**src/rtl/mul_div_x32.sv**
```systemverilog
// 32-bit iterative multiplier / restoring divider sharing one 33-bit add/sub.
// Optional MULDIV_SIGNED_EN adds i_signed for two's-complement operands.
module mul_div_x32 (
  input  logic        i_clk,
  input  logic        i_rst_n,
  input  logic        i_start,
  input  logic        i_op,
`ifdef MULDIV_SIGNED_EN
  input  logic        i_signed,
`endif
  input  logic [31:0] i_a,
  input  logic [31:0] i_b,
  output logic        o_busy,
  output logic        o_done,
  output logic [31:0] o_hi,
  output logic [31:0] o_lo,
  output logic        o_div_by_zero
);

  typedef enum logic [1:0] {IDLE, RUN, FIN} state_t;

  state_t      r_state;
  logic [4:0]  r_cnt;
  logic        r_op;
  logic [31:0] r_hi;
  logic [31:0] r_lo;
  logic [31:0] r_opnd;
  logic        r_neg_q;
  logic        r_neg_r;

  logic        w_sgn;
  logic        w_a_neg;
  logic        w_b_neg;
  logic [31:0] w_a_mag;
  logic [31:0] w_b_mag;
  logic [32:0] w_x;
  logic [32:0] w_y;
  logic [32:0] w_res;
  logic        w_cout;
  logic        w_borrow;
  logic [63:0] w_prod_neg;
  logic [31:0] w_fin_hi;
  logic [31:0] w_fin_lo;

`ifdef MULDIV_SIGNED_EN
  assign w_sgn = i_signed;
`else
  assign w_sgn = 1'b0;
`endif

  // Signed operands are iterated as magnitudes; signs are reapplied at FIN.
  assign w_a_neg = w_sgn & i_a[31];
  assign w_b_neg = w_sgn & i_b[31];
  assign w_a_mag = w_a_neg ? (~i_a + 32'd1) : i_a;
  assign w_b_mag = w_b_neg ? (~i_b + 32'd1) : i_b;

  // Shared adder: multiply adds into the upper half, divide trial-subtracts
  // from the left-shifted remainder; carry-out low on subtract means borrow.
  assign w_x = r_op ? {r_hi, r_lo[31]} : {1'b0, r_hi};
  assign w_y = {1'b0, r_opnd};
  assign {w_cout, w_res} = {1'b0, w_x} + {1'b0, (r_op ? ~w_y : w_y)} + {33'd0, r_op};
  assign w_borrow = r_op & ~w_cout;

  assign w_prod_neg = ~{r_hi, r_lo} + 64'd1;

  always_comb begin
    w_fin_hi = r_hi;
    w_fin_lo = r_lo;
    if (r_op) begin
      if (r_neg_r) w_fin_hi = ~r_hi + 32'd1;
      if (r_neg_q) w_fin_lo = ~r_lo + 32'd1;
    end else if (r_neg_q) begin
      w_fin_hi = w_prod_neg[63:32];
      w_fin_lo = w_prod_neg[31:0];
    end
  end

  always_ff @(posedge i_clk or negedge i_rst_n) begin
    if (!i_rst_n) begin
      r_state       <= IDLE;
      r_cnt         <= '0;
      r_op          <= 1'b0;
      r_hi          <= '0;
      r_lo          <= '0;
      r_opnd        <= '0;
      r_neg_q       <= 1'b0;
      r_neg_r       <= 1'b0;
      o_busy        <= 1'b0;
      o_done        <= 1'b0;
      o_hi          <= '0;
      o_lo          <= '0;
      o_div_by_zero <= 1'b0;
    end else begin
      o_done <= 1'b0;
      case (r_state)
        IDLE: begin
          if (i_start) begin
            if (i_op && (i_b == '0)) begin
              o_done        <= 1'b1;
              o_hi          <= i_a;
              o_lo          <= '1;
              o_div_by_zero <= 1'b1;
            end else begin
              r_op          <= i_op;
              r_cnt         <= '0;
              r_hi          <= '0;
              r_lo          <= i_op ? w_a_mag : w_b_mag;
              r_opnd        <= i_op ? w_b_mag : w_a_mag;
              r_neg_q       <= w_a_neg ^ w_b_neg;
              r_neg_r       <= i_op & w_a_neg;
              o_busy        <= 1'b1;
              o_div_by_zero <= 1'b0;
              r_state       <= RUN;
            end
          end
        end
        RUN: begin
          if (r_op) begin
            if (!w_borrow) begin
              r_hi <= w_res[31:0];
              r_lo <= {r_lo[30:0], 1'b1};
            end else begin
              r_hi <= {r_hi[30:0], r_lo[31]};
              r_lo <= {r_lo[30:0], 1'b0};
            end
          end else if (r_lo[0]) begin
            {r_hi, r_lo} <= {w_res, r_lo[31:1]};
          end else begin
            {r_hi, r_lo} <= {1'b0, r_hi, r_lo[31:1]};
          end
          r_cnt <= r_cnt + 5'd1;
          if (r_cnt == 5'd31) begin
            o_busy  <= 1'b0;
            r_state <= FIN;
          end
        end
        FIN: begin
          o_done  <= 1'b1;
          o_hi    <= w_fin_hi;
          o_lo    <= w_fin_lo;
          r_state <= IDLE;
        end
        default: r_state <= IDLE;
      endcase
    end
  end

endmodule

```
**config.mk**
```make
export PLATFORM = sky130hd
export DESIGN_NAME = mul_div_x32
export DESIGN_NICKNAME = d
export VERILOG_FILES = /design/src/rtl/mul_div_x32.sv
export SDC_FILE = /design/constraint.sdc
export NUM_CORES = 1
export LEC_CHECK = 0
export BUFFER_PORTS_ARGS = -buffer_cell sky130_fd_sc_hd__buf_2
export CAP_MARGIN = 10
export CORE_MARGIN = 2
export CORE_UTILIZATION = 33
export DETAILED_ROUTE_END_ITERATION = 6
export PLACE_DENSITY_LB_ADDON = 0.3
export SYNTH_ARGS = -nofsm -noshare
export SYNTH_HDL_FRONTEND = slang
export SYNTH_SLANG_ARGS = --single-unit
```
**constraint.sdc**
```tcl
create_clock -name i_clk -period 11.5 [get_ports i_clk]
set_input_delay 2.875 -clock i_clk [delete_from_list [all_inputs] [get_ports i_clk]]
set_output_delay 2.875 -clock i_clk [all_outputs]
set_load 0.01 [all_outputs]
```
==> summary.txt, run 1 <==
Status
  – Outcome: complete, no violations

Clock tree
  – Root Driver: clkbuf_16
  – Cts hold-fix bufs: 0
  – CTS tree: yes
  – Postcts setup bufs: 0
  – Clk buf depth: 2
  – Skew-Pair Late Insertion Delay: 0.44 ns
  – Post-CTS Resized: 0
  – H-tree depth: 4
  – CTS sink count: 171
  – Clock slew at reported path FFs: 0.07 ns
  – TritonCTS buffer count: 17

Die
  – Width of the die: 189 µm
  – Core Region: 33500 µm²
  – Die Y: 189 µm
  – Starting Density: 33.6%
  – Std cell rows: 67
  – Die ar.: 35600 µm²
  – Num ports: 135

Synth
  – Synth area leaders: dfrtp_1, mux2i_1, mux2_2
  – Synth top area share: 38.0%
  – Seq cells post-synth: 171
  – Netlist Area Pre-Place: 11300 µm²
  – Asr flop ratio synth: 100%
  – Syn_nets: 1339
  – Synth area leader: dfrtp_1
  – Post-Syn Area per Cell: 9.10 µm²
  – Yosys cell types: 66
  – EDFF count, synth: 0
  – Ys flop type: dfrtp_1
  – Post-synthesis sequential area ratio: 38.0%
  – Synth Instances: 1237
  – Yosys Warn Count: 0

Place
  – Port bufs: 134
  – DP Cell Count: 1740
  – Dpl hpwl: 23200 µm
  – Post-DP Area: 12300 µm²
  – GPL Wtd Cong: 0.872

Route
  – Via count: 9581
  – Wirelength per Cell: 18.4 µm
  – Final WL: 32700 µm
  – # DRC: 0
  – Starting DRT DRC Count: 701
  – Via-to-Cell Ratio: 5.41
  – DR pass1 iterations: 5
  – Post-route ant nets: 0

Layout
  – # diodes: 0
  – Area Overhead vs Synth: 14.1%
  – Final-stage net count: 1413
  – Layout Cells excl Fill: 1771
  – Share of cells above drive strength 1: 19.4%
  – Final-layout fill cell count: 3500
  – Final Instance Area: 12800 µm²
  – Most frequent cells in the layout: dfrtp_1, a21oi_1, nor2_1, buf_2, mux2i_1
  – Most common cell after layout, fill and taps aside: dfrtp_1

STA
  – Slew @ Worst Pin: 1.10 ns
  – Final min period: 6.31 ns
  – Fin Hold WS: 0.506 ns
  – Slew headroom: 26.3%
  – RSZ-0062 raised after global routing: false
  – Final Hold Vio Count: 0
  – Final Skew: 0.0110 ns
  – Max Fclk: 158 MHz
  – # setup viols final: 0
  – Final Cycle Share: 54.9%
  – Fin Setup TNS: 0 ns
  – Max-slew violations: 0

Setup path
  – Crit Path Max Fanout: 66
  – WS Path Type: in2reg
  – Setup crit start kind: primary input
  – Crit-path max cell delay: 0.83 ns
  – Worst-path cell chain: buf_4 -> nor4b_1 -> nand4_1 -> nor4_1 -> and4_1 -> nor2_1 -> nor2_4 -> buf_4 -> o21ai_0 -> a21oi_1
  – Most common cell on crit path: buf_4
  – CP arrival: 6.67 ns
  – Crit path capture type: flop
  – Required time worst endpoint: 11.86 ns
  – Crit-path slowest cell: nor2_4

Global routing
  – Global-route wire length before repair: 52000 µm
  – Number of global-route vias before repair: 9426
  – Initial antenna violation count: 0
  – Pin count of the biggest net entering global routing: 72
  – Total global-route track usage: 18.3%
  – Grt ovf: 0

Hold path
  – Hold Path Class: reg2reg

Flow run
  – Max cap viols: 0
## registers in the layout (all words and copies together), names as in the netlist
register and count:
o_busy 1, o_div_by_zero 1, o_done 1, o_hi 32
o_lo 32, r_cnt 5, r_hi 32, r_lo 32
r_op 1, r_opnd 32, r_state 2
## metal layers
metal	vias to the layer above	wire (µm)	global-route usage (%)
met1	4677	15600	26.0
met4	0	410	4.36
met2	240	15200	29.4
met5	-	0	0
met3	27	1480	2.40
li1	4637	-	-
## cells by family after synthesis
group	count (synthesis)	share of synthesized area (%)
AO/OA/AOI/OAI	375	21.1
XOR/XNOR	60	4.67
adder cells (fa/ha/maj)	34	3.85
buffers and inverters	103	3.71
flip-flops	171	38.0
multiplexers	167	15.6
AND/OR/NAND/NOR	327	13.0
## path summary, 6_finish.rpt
kind	cells after the start	start	slack, ns	endpoint
setup / recovery	10	i_op	5.19	r_cnt[3]$_DFFE_PN0P_
max in group asynchronous	2	i_rst_n	7.73	r_lo[0]$_DFFE_PN0P_
hold reg to reg	1	o_lo[3]$_DFFE_PN0P_	0.51	o_lo[3]$_DFFE_PN0P_
hold / removal	1	o_lo[3]$_DFFE_PN0P_	0.51	o_lo[3]$_DFFE_PN0P_
setup reg to reg	13	r_op$_DFFE_PN0P_	6.18	r_hi[30]$_DFFE_PN0P_
min in group asynchronous	1	i_rst_n	2.44	o_lo[25]$_DFFE_PN0P_
## layout make-up
cell class                      instances  area, µm²  area share [%]
Multi-Input combinational cell        963       6590            51.3
Tap cell                              448        561            4.36
Timing Repair Buffer                  146        769            5.99
Clock buffer                           21        450            3.51
Clock inverter                         10        141            1.10
Sequential cell                       171       4280            33.4
Inverter                               12       45.0           0.351
## synth_stat cells (5+ instances only)
cell / count
o21bai_1: 6
and3_1: 7
dfrtp_1: 171
nand2b_1: 12
o211ai_1: 5
a21oi_1: 141
o221ai_1: 15
clkbuf_1: 66
o21ai_0: 82
a21o_1: 17
a31oi_1: 5
o22a_1: 33
ha_1: 33
nor2b_1: 18
nand2_1: 97
o31ai_1: 7
o21ai_1: 6
buf_2: 13
buf_1: 9
xor2_1: 45
nand3b_1: 9
o22ai_1: 8
nor3_1: 14
xnor2_1: 15
a211oi_1: 15
nor2_1: 134
inv_1: 11
nand3_1: 6
mux2_2: 68
nor4_1: 8
mux2i_1: 99
nand4_1: 7
## per-stage QoR
| stage | setup WS (ns) | utilization (%) |
|---|---|---|
| floorplan | 6.66 | - |
| global placement | 4.86 | 36.5 |
| detailed placement | 4.73 | 36.5 |
| CTS | 5.17 | 38.3 |
| global route | 4.87 | 38.3 |
| finish | 5.19 | 38.3 |
## worst max-delay path, delay by kind of cell
family / cells / cell delay (ns)
and+or+nand+nor: 6 / 2.13
buffers and inverters: 2 / 1.29
AOI/OAI and AO/OA: 2 / 0.31
Power of run 1 is not shown: default switching activity piles up to over one toggle a cycle in this logic, so the estimate is an artifact.
==> inputs of run 2 (changes only) <==
==> constraint.sdc (replaced) <==
create_clock -name i_clk -period 5.9 [get_ports i_clk]
set_input_delay 1.475 -clock i_clk [delete_from_list [all_inputs] [get_ports i_clk]]
set_output_delay 1.475 -clock i_clk [all_outputs]
set_load 0.01 [all_outputs]
==> run 2 against run 1 <==
Final area rose by 0.49%. First-iteration DRC count fell by 8.6%. Critical path depth increased by 2. Global-route usage rose by 0.16 points. Hold slack worse by 0.0096 ns. Die area unchanged. Critical endpoint is now r_hi[30]$_DFFE_PN0P_. Highest routed layer is now met5.
==> summary.txt, run 2 (synthesis gave the netlist of run 1 again) <==
Hold path
  – Hold Path Class: reg2reg

Global routing
  – Grt ovf: 0 (unchanged)
  – Global-route wire length before repair: 52400 µm (+0.72%)
  – Total global-route track usage: 18.4% (+0.16 points)
  – Initial antenna violation count: 2 (+2)
  – Number of global-route vias before repair: 9269 (-1.7%)
  – Pin count of the biggest net entering global routing: 104 (+44%)

Clock tree
  – H-tree depth: 4 (unchanged)
  – Postcts setup bufs: 0 (unchanged)
  – Skew-Pair Late Insertion Delay: 0.44 ns (about the same)
  – Cts hold-fix bufs: 0 (unchanged)
  – CTS tree: yes
  – Post-CTS Resized: 0 (unchanged)
  – Clock slew at reported path FFs: 0.07 ns (about the same)
  – TritonCTS buffer count: 17 (unchanged)
  – CTS sink count: 171 (unchanged)
  – Clk buf depth: 2 (unchanged)
  – Root Driver: clkbuf_16

STA
  – Max Fclk: 226 MHz
  – Final Hold Vio Count: 0 (unchanged)
  – Max-slew violations: 0 (unchanged)
  – # setup viols final: 0 (unchanged)
  – RSZ-0062 raised after global routing: false
  – Final Skew: 0.00646 ns (-0.00456 ns)
  – Final min period: 4.42 ns
  – Fin Setup TNS: 0 ns (unchanged)
  – Slew @ Worst Pin: 1.00 ns (-0.102 ns)
  – Slew headroom: 33.3% (+7.0 points)
  – Final Cycle Share: 74.8%

Route
  – # DRC: 0 (unchanged)
  – Via count: 9645 (+0.67%)
  – DR pass1 iterations: 5 (unchanged)
  – Final WL: 32600 µm (-0.13%)
  – Wirelength per Cell: 18.4 µm (-0.41%)
  – Starting DRT DRC Count: 641 (-8.6%)
  – Via-to-Cell Ratio: 5.43 (+0.38%)
  – Post-route ant nets: 0 (unchanged)

Layout
  – Final-stage net count: 1418 (+0.35%)
  – # diodes: 0 (unchanged)
  – Layout Cells excl Fill: 1776 (+0.28%)
  – Most common cell after layout, fill and taps aside: dfrtp_1
  – Final-layout fill cell count: 3457 (-1.2%)
  – Share of cells above drive strength 1: 19.7% (+0.23 points)
  – Most frequent cells in the layout: dfrtp_1, a21oi_1, nor2_1, buf_2, mux2i_1
  – Area Overhead vs Synth: 14.7%

Die
  – Core Region: 33500 µm² (unchanged)
  – Die ar.: 35600 µm² (unchanged)
  – Std cell rows: 67 (unchanged)
  – Starting Density: 33.6% (unchanged)
  – Width of the die: 189 µm (unchanged)
  – Num ports: 135 (unchanged)
  – Die Y: 189 µm (unchanged)

Status
  – Outcome: complete, no violations

Setup path
  – Required time worst endpoint: 6.23 ns (-5.63 ns)
  – Setup crit start kind: flop
  – Crit-path slowest cell: dfrtp_4
  – Crit Path Max Fanout: 69 (+4.5%)
  – Worst-path cell chain: buf_4 -> mux2_2 -> ha_1 -> a21oi_1 -> o21ai_0 -> a21o_1 -> o211ai_2 -> a21bo_1 -> a21boi_4 -> nand2_2 -> o211a_1 -> a32o_1
  – Crit path capture type: flop
  – Crit-path max cell delay: 0.99 ns (+0.16 ns)
  – R2R Setup Slk: 1.48 ns (-4.70 ns)
  – WS Path Type: reg2reg
  – CP arrival: 4.74 ns (-1.93 ns)

Place
  – DP Cell Count: 1745 (+0.29%)
  – Port bufs: 134 (unchanged)
  – Dpl hpwl: 23000 µm (-0.89%)
  – GPL Wtd Cong: 0.888 (+1.9%)

Flow run
  – Max cap viols: 0 (unchanged)
[run 2: cell types whose count changed in the layout (fill, tap and decap cells not counted)]
cell and change:
clkinv_2 -2, buf_4 +5, bufinv_16 +1, clkbuf_1 +1, clkinvlp_4 -1, clkinv_4 +1
[run 2: worst max-delay path, delay by kind of cell (launching register included)]
family | cells | cell delay [ns]
buf+inv | 1 | 0.43
mux | 1 | 0.37
flops | 1 | 0.99
simple gates | 1 | 0.37
compound gates | 8 | 1.72
fa+ha+maj | 1 | 0.36
[run 2: final timing paths]
| check | start | end | cells after the start |
|---|---|---|---|
| max | r_op$_DFFE_PN0P_ | r_hi[30]$_DFFE_PN0P_ | 12 |
| min | o_busy$_DFFE_PN0P_ | o_busy$_DFFE_PN0P_ | 1 |
| max reg2reg | r_op$_DFFE_PN0P_ | r_hi[30]$_DFFE_PN0P_ | 12 |
| min reg2reg | o_busy$_DFFE_PN0P_ | o_busy$_DFFE_PN0P_ | 1 |
| max in group asynchronous | i_rst_n | r_opnd[10]$_DFFE_PN0P_ | 2 |
| min in group asynchronous | i_rst_n | o_lo[24]$_DFFE_PN0P_ | 1 |
[run 2: metal layers]
layer | track usage (%) | wire (µm)
met4 | 5.41 | 603
met1 | 26.1 | 15600
met2 | 29.1 | 15000
met3 | 2.74 | 1390
met5 | 0 | 7
[run 2: area by class of cell]
| class | instances | area (µm²) | share of cell area, % |
|---|---|---|---|
| inverter | 12 | 45.0 | 0.349 |
| multi-input combinational | 963 | 6590 | 51.1 |
| clock buffer | 22 | 454 | 3.52 |
| timing repair buffer | 151 | 807 | 6.25 |
| sequential | 171 | 4280 | 33.2 |
| clock inverter | 9 | 163 | 1.26 |
| tap | 448 | 561 | 4.34 |
[run 2: stage by stage]
stage / hold slack [ns] / setup slack (ns) / cell area [µm²] / util [%]
CTS: 0.497 / 1.49 / 12900 / 38.5
global route: 0.533 / 1.19 / 12900 / 38.5
detailed placement: 0.470 / 1.07 / 12300 / 36.6
global placement: 0.488 / 1.14 / 12300 / 36.6
floorplan: 0.465 / 1.92 / 11300 / -
finish: 0.497 / 1.48 / 12900 / 38.5
Power of run 2 is left out for the same reason.
